<file path="src/rtl/ft232h_cmd_engine_pkg.sv">
// ============================================================================
// ft232h_pkg : opcodes, response codes and FSM states for ft232h_cmd_engine
// Rev 1.0
// ============================================================================
`default_nettype none

package ft232h_pkg;

  localparam logic [7:0] OP_WRITE  = 8'h01;
  localparam logic [7:0] OP_READ   = 8'h02;
  localparam logic [7:0] OP_PING   = 8'h03;

  localparam logic [7:0] RSP_WACK  = 8'hA1;
  localparam logic [7:0] RSP_RDATA = 8'hA2;
  localparam logic [7:0] RSP_PONG  = 8'hA3;
  localparam logic [7:0] RSP_BADOP = 8'hEE;
  localparam logic [7:0] RSP_BUSTO = 8'hEF;

  typedef enum logic [2:0] {
    IDLE  = 3'd0,
    ADDR  = 3'd1,
    DATA  = 3'd2,
    BUS   = 3'd3,
    RWAIT = 3'd4,
    RESP  = 3'd5
  } state_t;

endpackage

`default_nettype wire

</file>
<file path="src/rtl/ft232h_cmd_engine_resp_ser.sv">
// ============================================================================
// ft232h_resp_ser : sends a header byte plus optional 4-byte payload (LSB first)
// Rev 1.0
// ============================================================================
`default_nettype none

module ft232h_resp_ser (
  input  logic        clk,
  input  logic        rst,
  input  logic        load,
  input  logic [7:0]  header,
  input  logic [31:0] payload,
  input  logic        long_resp,
  output logic [7:0]  tx_data,
  output logic        tx_valid,
  input  logic        tx_ready,
  output logic        done
);

  logic [31:0] rest;
  logic [2:0]  remain;

  assign done = tx_valid & tx_ready & (remain == 3'd0);

  always_ff @(posedge clk or posedge rst) begin
    if (rst) begin
      tx_valid <= 1'b0;
      tx_data  <= 8'h00;
      rest     <= 32'h0;
      remain   <= 3'd0;
    end else if (load) begin
      tx_valid <= 1'b1;
      tx_data  <= header;
      rest     <= payload;
      remain   <= long_resp ? 3'd4 : 3'd0;
    end else if (tx_valid && tx_ready) begin
      if (remain == 3'd0) begin
        tx_valid <= 1'b0;
      end else begin
        tx_data <= rest[7:0];
        rest    <= {8'h00, rest[31:8]};
        remain  <= remain - 3'd1;
      end
    end
  end

endmodule

`default_nettype wire

</file>
<file path="src/rtl/ft232h_cmd_engine.sv">
// ============================================================================
// ft232h_cmd_engine : parses host command frames into 32-bit bus accesses
// Rev 1.0
// ============================================================================
`default_nettype none

module ft232h_cmd_engine
  import ft232h_pkg::*;
#(
  parameter int GAP_TIMEOUT = 1024,
  parameter int BUS_TIMEOUT = 256,
  parameter int TO_W        = 16
) (
  input  logic        clk,
  input  logic        rst,
  input  logic [7:0]  rx_data,
  input  logic        rx_valid,
  output logic        rx_ready,
  output logic [7:0]  tx_data,
  output logic        tx_valid,
  input  logic        tx_ready,
  output logic        bus_req,
  output logic        bus_we,
  output logic [31:0] bus_addr,
  output logic [31:0] bus_wdata,
  input  logic        bus_gnt,
  input  logic        bus_rvalid,
  input  logic [31:0] bus_rdata,
  output logic        busy
);

  localparam logic [TO_W-1:0] GAP_LIM = TO_W'(GAP_TIMEOUT - 1);
  localparam logic [TO_W-1:0] BUS_LIM = TO_W'(BUS_TIMEOUT - 1);

  state_t          state, next;
  logic            is_write;
  logic [1:0]      byte_idx;
  logic [TO_W-1:0] gap_cnt, bus_cnt;
  logic            accept, gap_to, bus_to, done;
  logic            ld, ld_long;
  logic [7:0]      ld_hdr;

  assign rx_ready  = (state == IDLE) || (state == ADDR) || (state == DATA);
  assign accept    = rx_valid & rx_ready;
  assign busy      = (state != IDLE);
  assign bus_req   = (state == BUS);
  assign bus_we    = is_write;
  assign gap_to    = (gap_cnt >= GAP_LIM);
  assign bus_to    = (bus_cnt >= BUS_LIM);

  always_comb begin
    next    = state;
    ld      = 1'b0;
    ld_hdr  = RSP_BADOP;
    ld_long = 1'b0;
    case (state)
      IDLE: if (accept) begin
        if (rx_data == OP_WRITE || rx_data == OP_READ) begin
          next = ADDR;
        end else begin
          ld     = 1'b1;
          ld_hdr = (rx_data == OP_PING) ? RSP_PONG : RSP_BADOP;
          next   = RESP;
        end
      end
      ADDR: begin
        if (accept && byte_idx == 2'd3) next = is_write ? DATA : BUS;
        else if (!accept && gap_to)     next = IDLE;
      end
      DATA: begin
        if (accept && byte_idx == 2'd3) next = BUS;
        else if (!accept && gap_to)     next = IDLE;
      end
      BUS: begin
        // A grant on the timeout cycle still completes the access.
        if (bus_gnt) begin
          if (is_write) begin
            ld = 1'b1; ld_hdr = RSP_WACK; next = RESP;
          end else if (bus_rvalid) begin
            ld = 1'b1; ld_hdr = RSP_RDATA; ld_long = 1'b1; next = RESP;
          end else begin
            next = RWAIT;
          end
        end else if (bus_to) begin
          ld = 1'b1; ld_hdr = RSP_BUSTO; next = RESP;
        end
      end
      RWAIT: begin
        if (bus_rvalid) begin
          ld = 1'b1; ld_hdr = RSP_RDATA; ld_long = 1'b1; next = RESP;
        end else if (bus_to) begin
          ld = 1'b1; ld_hdr = RSP_BUSTO; next = RESP;
        end
      end
      RESP:    if (done) next = IDLE;
      default: next = IDLE;
    endcase
  end

  always_ff @(posedge clk or posedge rst) begin
    if (rst) begin
      state     <= IDLE;
      is_write  <= 1'b0;
      byte_idx  <= 2'd0;
      bus_addr  <= 32'h0;
      bus_wdata <= 32'h0;
      gap_cnt   <= '0;
      bus_cnt   <= '0;
    end else begin
      state <= next;
      if (state == IDLE && accept) begin
        is_write <= (rx_data == OP_WRITE);
        byte_idx <= 2'd0;
      end
      if (state == ADDR || state == DATA) begin
        if (accept) begin
          gap_cnt  <= '0;
          byte_idx <= byte_idx + 2'd1;
          if (state == ADDR)
            bus_addr[8*byte_idx +: 8]  <= (byte_idx == 2'd0) ? (rx_data & 8'hFC) : rx_data;
          else
            bus_wdata[8*byte_idx +: 8] <= rx_data;
        end else begin
          gap_cnt <= gap_cnt + TO_W'(1);
        end
      end else begin
        gap_cnt <= '0;
      end
      // Only ADDR/DATA lead into BUS, so the counter is always zero on entry.
      if (state == BUS || state == RWAIT) bus_cnt <= bus_cnt + TO_W'(1);
      else                                bus_cnt <= '0;
    end
  end

  ft232h_resp_ser u_ser (
    .clk       (clk),
    .rst       (rst),
    .load      (ld),
    .header    (ld_hdr),
    .payload   (bus_rdata),
    .long_resp (ld_long),
    .tx_data   (tx_data),
    .tx_valid  (tx_valid),
    .tx_ready  (tx_ready),
    .done      (done)
  );

endmodule

`default_nettype wire

</file>
<file path="config.mk">
export PLATFORM = sky130hd
export DESIGN_NAME = ft232h_cmd_engine
export DESIGN_NICKNAME = d
export VERILOG_FILES = /design/src/rtl/ft232h_cmd_engine_pkg.sv /design/src/rtl/ft232h_cmd_engine_resp_ser.sv /design/src/rtl/ft232h_cmd_engine.sv
export SDC_FILE = /design/constraint.sdc
export NUM_CORES = 1
export LEC_CHECK = 0
export ABC_AREA = 1
export BUFFER_PORTS_ARGS = -buffer_cell sky130_fd_sc_hd__buf_2
export CORE_UTILIZATION = 61
export CTS_CLUSTER_SIZE = 14
export DETAILED_ROUTE_END_ITERATION = 16
export HOLD_SLACK_MARGIN = 0.12
export PLACE_DENSITY_LB_ADDON = 0.08
export SLEW_MARGIN = 20
export SYNTH_ARGS = -nofsm -noshare
export SYNTH_HDL_FRONTEND = slang
export SYNTH_SLANG_ARGS = --single-unit
</file>
<file path="constraint.sdc">
create_clock -name clk -period 12.3 [get_ports clk]
set_input_delay 0.615 -clock clk [delete_from_list [all_inputs] [get_ports clk]]
set_output_delay 0.615 -clock clk [all_outputs]
set_load 0.005 [all_outputs]
</file>
# Yosys cells after proc, flatten, opt, wreduce, memory -nomap -nowiden
# Index checks and enable logic that the tools add are counted.
# word_totals
regBits	146
in_bits	46
out_inout_bits	77
elab_cells	113
# classes
addsub	5
order_cmp	2
eq_ne	12
shift	3
mux	55
bitwise_logic	4
n_reduce_logical	21
# ops
operator	n
32-bit two-way mux	3
8-bit by 34-bit indexed part select with 32-bit output	2
32-bit bitwise mux	2
16-bit two-way mux	3
8-bit two-way mux	5
3-bit two-way mux	13
7-bit two-way mux	5
5-bit negation with 34-bit output	1
8-bit by 34-bit variable shift with 32-bit output, first input constant	1
16-bit by 1-bit adder with 16-bit output, second input constant	2
8-bit one-hot mux with 3 select lines	1
3-bit one-hot mux with 6 select lines	1
8-bit by 2-bit equality test with 1-bit output, second input constant	2
16-bit by 10-bit >= comparator with 1-bit output, second input constant	1
16-bit by 8-bit >= comparator with 1-bit output, second input constant	1
1-bit two-way mux	16
8-bit by 1-bit equality test with 1-bit output, second input constant	1
2-bit two-way mux	4
3-bit by 2-bit equality test with 1-bit output, second input constant	2
3-bit equality test, second input constant	2
3-bit zero test	2
2-bit != test, second input constant	3
2-bit AND reduction	3
3-bit AND reduction	2
14 further kinds	24

# Longest topological paths before layout
# logic_depth
depth_word	9
depth_mapped	12

# Hierarchy
# A second synthesis with hierarchy kept.
# hier_totals
hier_cells	791
hier_area_um2	7340.8
# modules_own_cells
module	instances	cells_per_inst	area_per_inst_um2	seq_area_each_um2
ft232h_cmd_engine	1	531	5039.8	2552.4
ft232h_resp_ser	1	260	2301.0	1101.1

# Worst setup path before layout
# OpenSTA, ideal clock, no wires.
# synth_path
kind	input port to flip-flop
start	input port rx_data[7]
end	register u_ser.rest[1]
t_arrival_ns	1.596
required_time_ns	12.183
path_slack_ns	10.587
stages	8
path_buffers	2
path_cell_list	nor2_1 -> nand4_1 -> o21ai_2 -> nand3_4 -> buf_6 -> buf_4 -> o21ai_1 -> inv_1
# synth_via
elab_chain_len	7
# synth_lines
element	line_no	text
from (decl)	ft232h_cmd_engine.sv:16	input logic [7:0] rx_data,
8-bit by 1-bit equality test with 1-bit output or 8-bit by 2-bit equality test with 1-bit output (tied branches)	ft232h_cmd_engine.sv:58	if (rx_data == OP_WRITE || rx_data == OP_READ) begin
1-bit logical OR *	ft232h_cmd_engine.sv:58	
1-bit two-way mux *	ft232h_cmd_engine.sv:58	
1-bit two-way mux *	ft232h_cmd_engine.sv:57	IDLE: if (accept) begin
1-bit one-hot mux with 3 select lines *	ft232h_cmd_engine.sv:56	case (state)
2-bit != test (no source line) or 2-bit nonzero test (tied branches)	--	
2-bit AND reduction (no source line)	--	
to (signal assigned)	ft232h_cmd_engine_resp_ser.sv:34	rest <= payload;
to (signal assigned)	ft232h_cmd_engine_resp_ser.sv:41	rest <= {8'h00, rest[31:8]};
to (decl)	ft232h_cmd_engine_resp_ser.sv:20	logic [31:0] rest;
# Every way passes the cells marked *; elsewhere a longest branch is shown, timed or not.
# A chain may end at the register's enable or synchronous reset.

# Final worst setup path
# layout_path
start	register bus_cnt[0]
end	register u_ser.rest[22]
# layout_via
elab_chain_len	6
# layout_lines
element	line_no	text
from (decl)	ft232h_cmd_engine.sv:38	logic [TO_W-1:0] gap_cnt, bus_cnt;
from (signal assigned)	ft232h_cmd_engine.sv:130	if (state == BUS || state == RWAIT) bus_cnt <= bus_cnt + TO_W'(1);
16-bit by 8-bit >= comparator with 1-bit output *	ft232h_cmd_engine.sv:49	assign bus_to = (bus_cnt >= BUS_LIM);
1-bit two-way mux *	ft232h_cmd_engine.sv:84, ft232h_cmd_engine.sv:91	
1-bit two-way mux (on tied branches)	ft232h_cmd_engine.sv:89, ft232h_cmd_engine.sv:76	
1-bit one-hot mux with 3 select lines *	ft232h_cmd_engine.sv:56	
2-bit != test (no source line) or 2-bit nonzero test (tied branches)	--	
2-bit AND reduction (no source line)	--	
# Marks and branches as above.

==> Flow_metrics.wiki <==
{| class="wikitable"
! Metric !! Value
|-
| Status || finished, final reports clean
|-
| Overflow left after global routing || 0
|-
| Final net count || 988
|-
| Synth warnings || 0
|-
| Share of cells above drive strength 1 || 25.1%
|-
| Number of routed nets with antenna violations || 0
|-
| Type of origin of the critical path || flip-flop
|-
| Die boundary height || 109 um
|-
| Final setup margin || about 9.5 ns
|-
| Post-placement cell count || between 1000 and 1500
|-
| CP Max Fanout || 47
|-
| FF-to-FF path depth || 10
|-
| Sink count of the clock tree || roughly 150
|-
| Post-placement setup slack || 9.43 ns
|-
| Cells resized by post-CTS repair || 0
|-
| Weighted congestion reported at the end of routability-driven placement || 0.871
|-
| Worst IR Drop VDD || ~0.00014 V
|-
| Worst path required time || around 13 ns
|-
| Number of search-and-repair iterations in the first detailed-routing pass || 7
|-
| Leakage power summed over all cells || approximately 4.4 nW
|-
| DP HPWL || 11400 um
|-
| Worst max-slew margin expressed relative to the limit || 37.1%
|-
| Destination of the worst register-to-register timing path || u_ser.rest[22]
|-
| Share of the clock period used by the worst path || 22.4%
|-
| Multiplexer share of the synthesized area || between 8 and 9%
|-
| Worst hold-check slack || 0.241 ns
|-
| Horizontal die dimension || between 100 and 150 um
|-
| CTS buffer count || 17
|-
| Clock tree from TritonCTS || done
|-
| Number of design rule violations left after detail routing || 0
|-
| Most used DFF post-synth || sky130_fd_sc_hd__dfrtp_1
|-
| Crit. End Element || flip-flop
|-
| Core Box Area || 0.0110 sq mm
|-
| Std cell rows || 38
|-
| Routed WL per cell || approximately 15 um
|-
| Filler-free cell count of the finished design || 1085
|-
| Filler cells || 794
|-
| Mean instance size in the synthesized netlist || roughly 8.7 sq um
|-
| Dominant combinational cell family by area after synthesis || simple AND/OR/NAND/NOR gates
|-
| Critical path type || reg2reg
|-
| Post-Place Cell Area || roughly 0.0077 sq mm
|-
| Area taken by flip-flops and latches || 0.00365 sq mm
|-
| Total Neg Setup Slack || 0 ns
|-
| Final Hold Violating Endpoints || 0
|-
| Actual slew at the worst max-slew pin || 0.942 ns
|-
| Clock Root Buffer || sky130_fd_sc_hd__clkbuf_16
|-
| Count of different cell masters after synthesis || 38
|-
| Worst-path clk slew || 0.06 ns
|-
| Number of synthesized flops with an enable pin || 0
|-
| Worst-case clock buffer depth || 2
|-
| Power density over the cells || 205 mW/mm^2
|-
| CTS H-tree lvls || 4
|-
| Initial Util || 63.6%
|-
| Die ar. || 0.0119 sq mm
|-
| Startpoint of the worst register-to-register path || bus_cnt[0]
|-
| ANT cells || 0
|-
| Adder-cell share of the synthesized area || between 1.5 and 2%
|-
| First-pass GRT wire length || 26400 um
|-
| Synthesized netlist net count || 862
|-
| Via count of the first global-routing pass || approximately 5700
|-
| Final instance area || 0.00832 sq mm
|-
| Synthesized-area fraction occupied by ao, oa, aoi and oai cells || 4.53%
|-
| Shortest period the worst path allows || 2.75 ns
|-
| Total wire length || between 15000 and 20000 um
|-
| Maximum clock frequency || 363 MHz
|-
| Hold WC Path Type || in2async
|-
| Synthesis-stage register bit count || 146
|-
| CTS hold repair buffers || 0
|-
| Xor-xnor portion of the synthesized cell area || 0.375%
|-
| Simple-Gate Fraction of Synth Area || 25.5%
|-
| RSZ-0062 raised after global routing || no
|-
| Worst skew pair latency || 0.43 ns
|-
| Layout area overhead || 18.6%
|-
| Initial antenna violation count || 0
|-
| Vias after detailed routing || 5878
|-
| Maximum number of pins on one net before global-route repair || 84
|-
| Combined area of the multi-input logic cells || 0.00287 sq mm
|-
| Global Route Usage Sum || between 20 and 30%
|-
| Signal arrival time at the worst endpoint || 3.11 ns
|-
| Syn Inst Count || 806
|-
| Sequential-to-total area share from yosys stat || a little over half
|-
| Post-CTS Setup Inserts || 0
|-
| Asr flop ratio synth || 100%
|-
| Total standard cell area after synthesis || 0.00702 sq mm
|-
| Number of design-rule violations left by the first detailed-router iteration || 451
|-
| Final Skew || 0.00891 ns
|-
| Setup slack of the worst register-to-register path || 9.55 ns
|-
| Max-cap violations || 0
|-
| Setup violation total in the final timing report || 0
|-
| Total of buffers placed on input and output ports || roughly 120
|-
| Slew Viols, Final || 0
|-
| Boundary pin count || 123
|-
| Via count normalized by instance count || about 5.4
|}
[cell families after synthesis]
kind of cell | Yosys count
and+or+nand+nor | 417
DFF | 146
xor gates and xnor gates | 3
buffers and inverters | 117
AOI/OAI and AO/OA | 59
muxes | 54
adders and majority gates | 10
[worst max-delay path by stage]
| stage | slack (ns) | cells past startpoint | startpoint | endpoint |
|---|---|---|---|---|
| global route | 9.28 | 11 | u_ser.remain[0] | u_ser.tx_data[0] |
| floorplan | 7.76 | 1 | rst | bus_addr[0] |
| finish | 9.55 | 10 | bus_cnt[0] | u_ser.rest[22] |
| detailed placement | 9.43 | 8 | rx_data[7] | u_ser.rest[22] |
| global placement | 9.47 | 9 | tx_ready | u_ser.tx_data[0] |
| CTS | 9.55 | 11 | u_ser.remain[0] | u_ser.tx_data[0] |
[stage by stage]
stage / utilization (%) / power (W)
5_1_grt: 75.4 / 0.00181
6_report: 75.4 / 0.00171
4_1_cts: 75.4 / 0.00171
2_1_floorplan: - / 0.00104
3_3_place_gp: 69.8 / 0.00114
3_5_place_dp: 69.8 / 0.00117
[synthesized netlist by cell type, types with 2 or more instances]
master	count	share of area [%]
sky130_fd_sc_hd__nor3_1	11	0.78
sky130_fd_sc_hd__nand2_2	5	0.45
sky130_fd_sc_hd__nor2_2	10	0.89
sky130_fd_sc_hd__a21oi_1	25	1.8
sky130_fd_sc_hd__clkbuf_1	4	0.21
sky130_fd_sc_hd__nand4_1	8	0.71
sky130_fd_sc_hd__o21ai_1	7	0.50
sky130_fd_sc_hd__nor2_1	104	5.6
sky130_fd_sc_hd__o21a_1	2	0.21
sky130_fd_sc_hd__nand3_1	49	3.5
sky130_fd_sc_hd__mux2_2	54	8.7
sky130_fd_sc_hd__xnor2_1	2	0.25
sky130_fd_sc_hd__buf_4	6	0.64
sky130_fd_sc_hd__ha_1	10	1.8
sky130_fd_sc_hd__buf_6	4	0.64
sky130_fd_sc_hd__o21ai_0	18	1.3
sky130_fd_sc_hd__inv_1	98	5.2
sky130_fd_sc_hd__nand2_1	214	11
sky130_fd_sc_hd__nor3b_1	2	0.21
sky130_fd_sc_hd__o21bai_1	3	0.32
sky130_fd_sc_hd__inv_2	2	0.11
sky130_fd_sc_hd__buf_2	2	0.14
sky130_fd_sc_hd__nor2_4	4	0.64
sky130_fd_sc_hd__nand3b_1	3	0.32
sky130_fd_sc_hd__dfrtp_1	146	52
[sequential cells by signal (all words and copies together), names as in the netlist]
register and flops:
bus_addr 32, bus_cnt 16, bus_wdata 32, bus_we 1
byte_idx 2, gap_cnt 16, state 3, u_ser.remain 3
u_ser.rest 32, u_ser.tx_data 8, u_ser.tx_valid 1
[final cells by class]
| class | count | area share (%) |
|---|---|---|
| multi-input combinational | 543 | 34.4 |
| clock buffer | 18 | 5.28 |
| tap | 140 | 2.11 |
| sequential | 146 | 43.9 |
| inverter | 101 | 4.65 |
| clock inverter | 14 | 2.12 |
| timing repair buffer | 123 | 7.48 |
[report_power, final]
group          internal (W)  total [W]  leakage, nW  switching [W]
sequential         0.000584   0.000655         1.95      0.0000706
combinational      0.000174   0.000517         2.20       0.000343
clock              0.000327   0.000536        0.298       0.000209
[worst max-delay path, stage by stage (launching register included)]
cell and delay (ns):
sky130_fd_sc_hd__dfrtp_1 0.40, sky130_fd_sc_hd__ha_1 0.23, sky130_fd_sc_hd__nand2_1 0.09, sky130_fd_sc_hd__nor2_2 0.06
sky130_fd_sc_hd__nand2_2 0.13, sky130_fd_sc_hd__nand3_1 0.15, sky130_fd_sc_hd__nand3_2 0.15, sky130_fd_sc_hd__nand3_4 0.43
sky130_fd_sc_hd__nor2_4 0.78, sky130_fd_sc_hd__nand2_1 0.13, sky130_fd_sc_hd__nand3_1 0.11
[layer usage]
layer / GRT usage (%) / up-vias / part of all wire [%]
met2: 47.6 / 236 / 49
met5: 0 / - / 0
li1: - / 2804 / -
met4: 15.0 / 0 / 3.4
met3: 8.67 / 58 / 6.9
met1: 35.3 / 2780 / 41
[layout by cell type, fill, tap and decap left out, drive strengths merged, types with 18 or more instances in the layout]
master	n
a21oi	25
buf	123
clkbuf	18
dfrtp	146
inv	105
mux2	54
nand2	220
nand3	51
nor2	118
o21ai	26
Note: power is estimated with default switching activity, not from simulation.
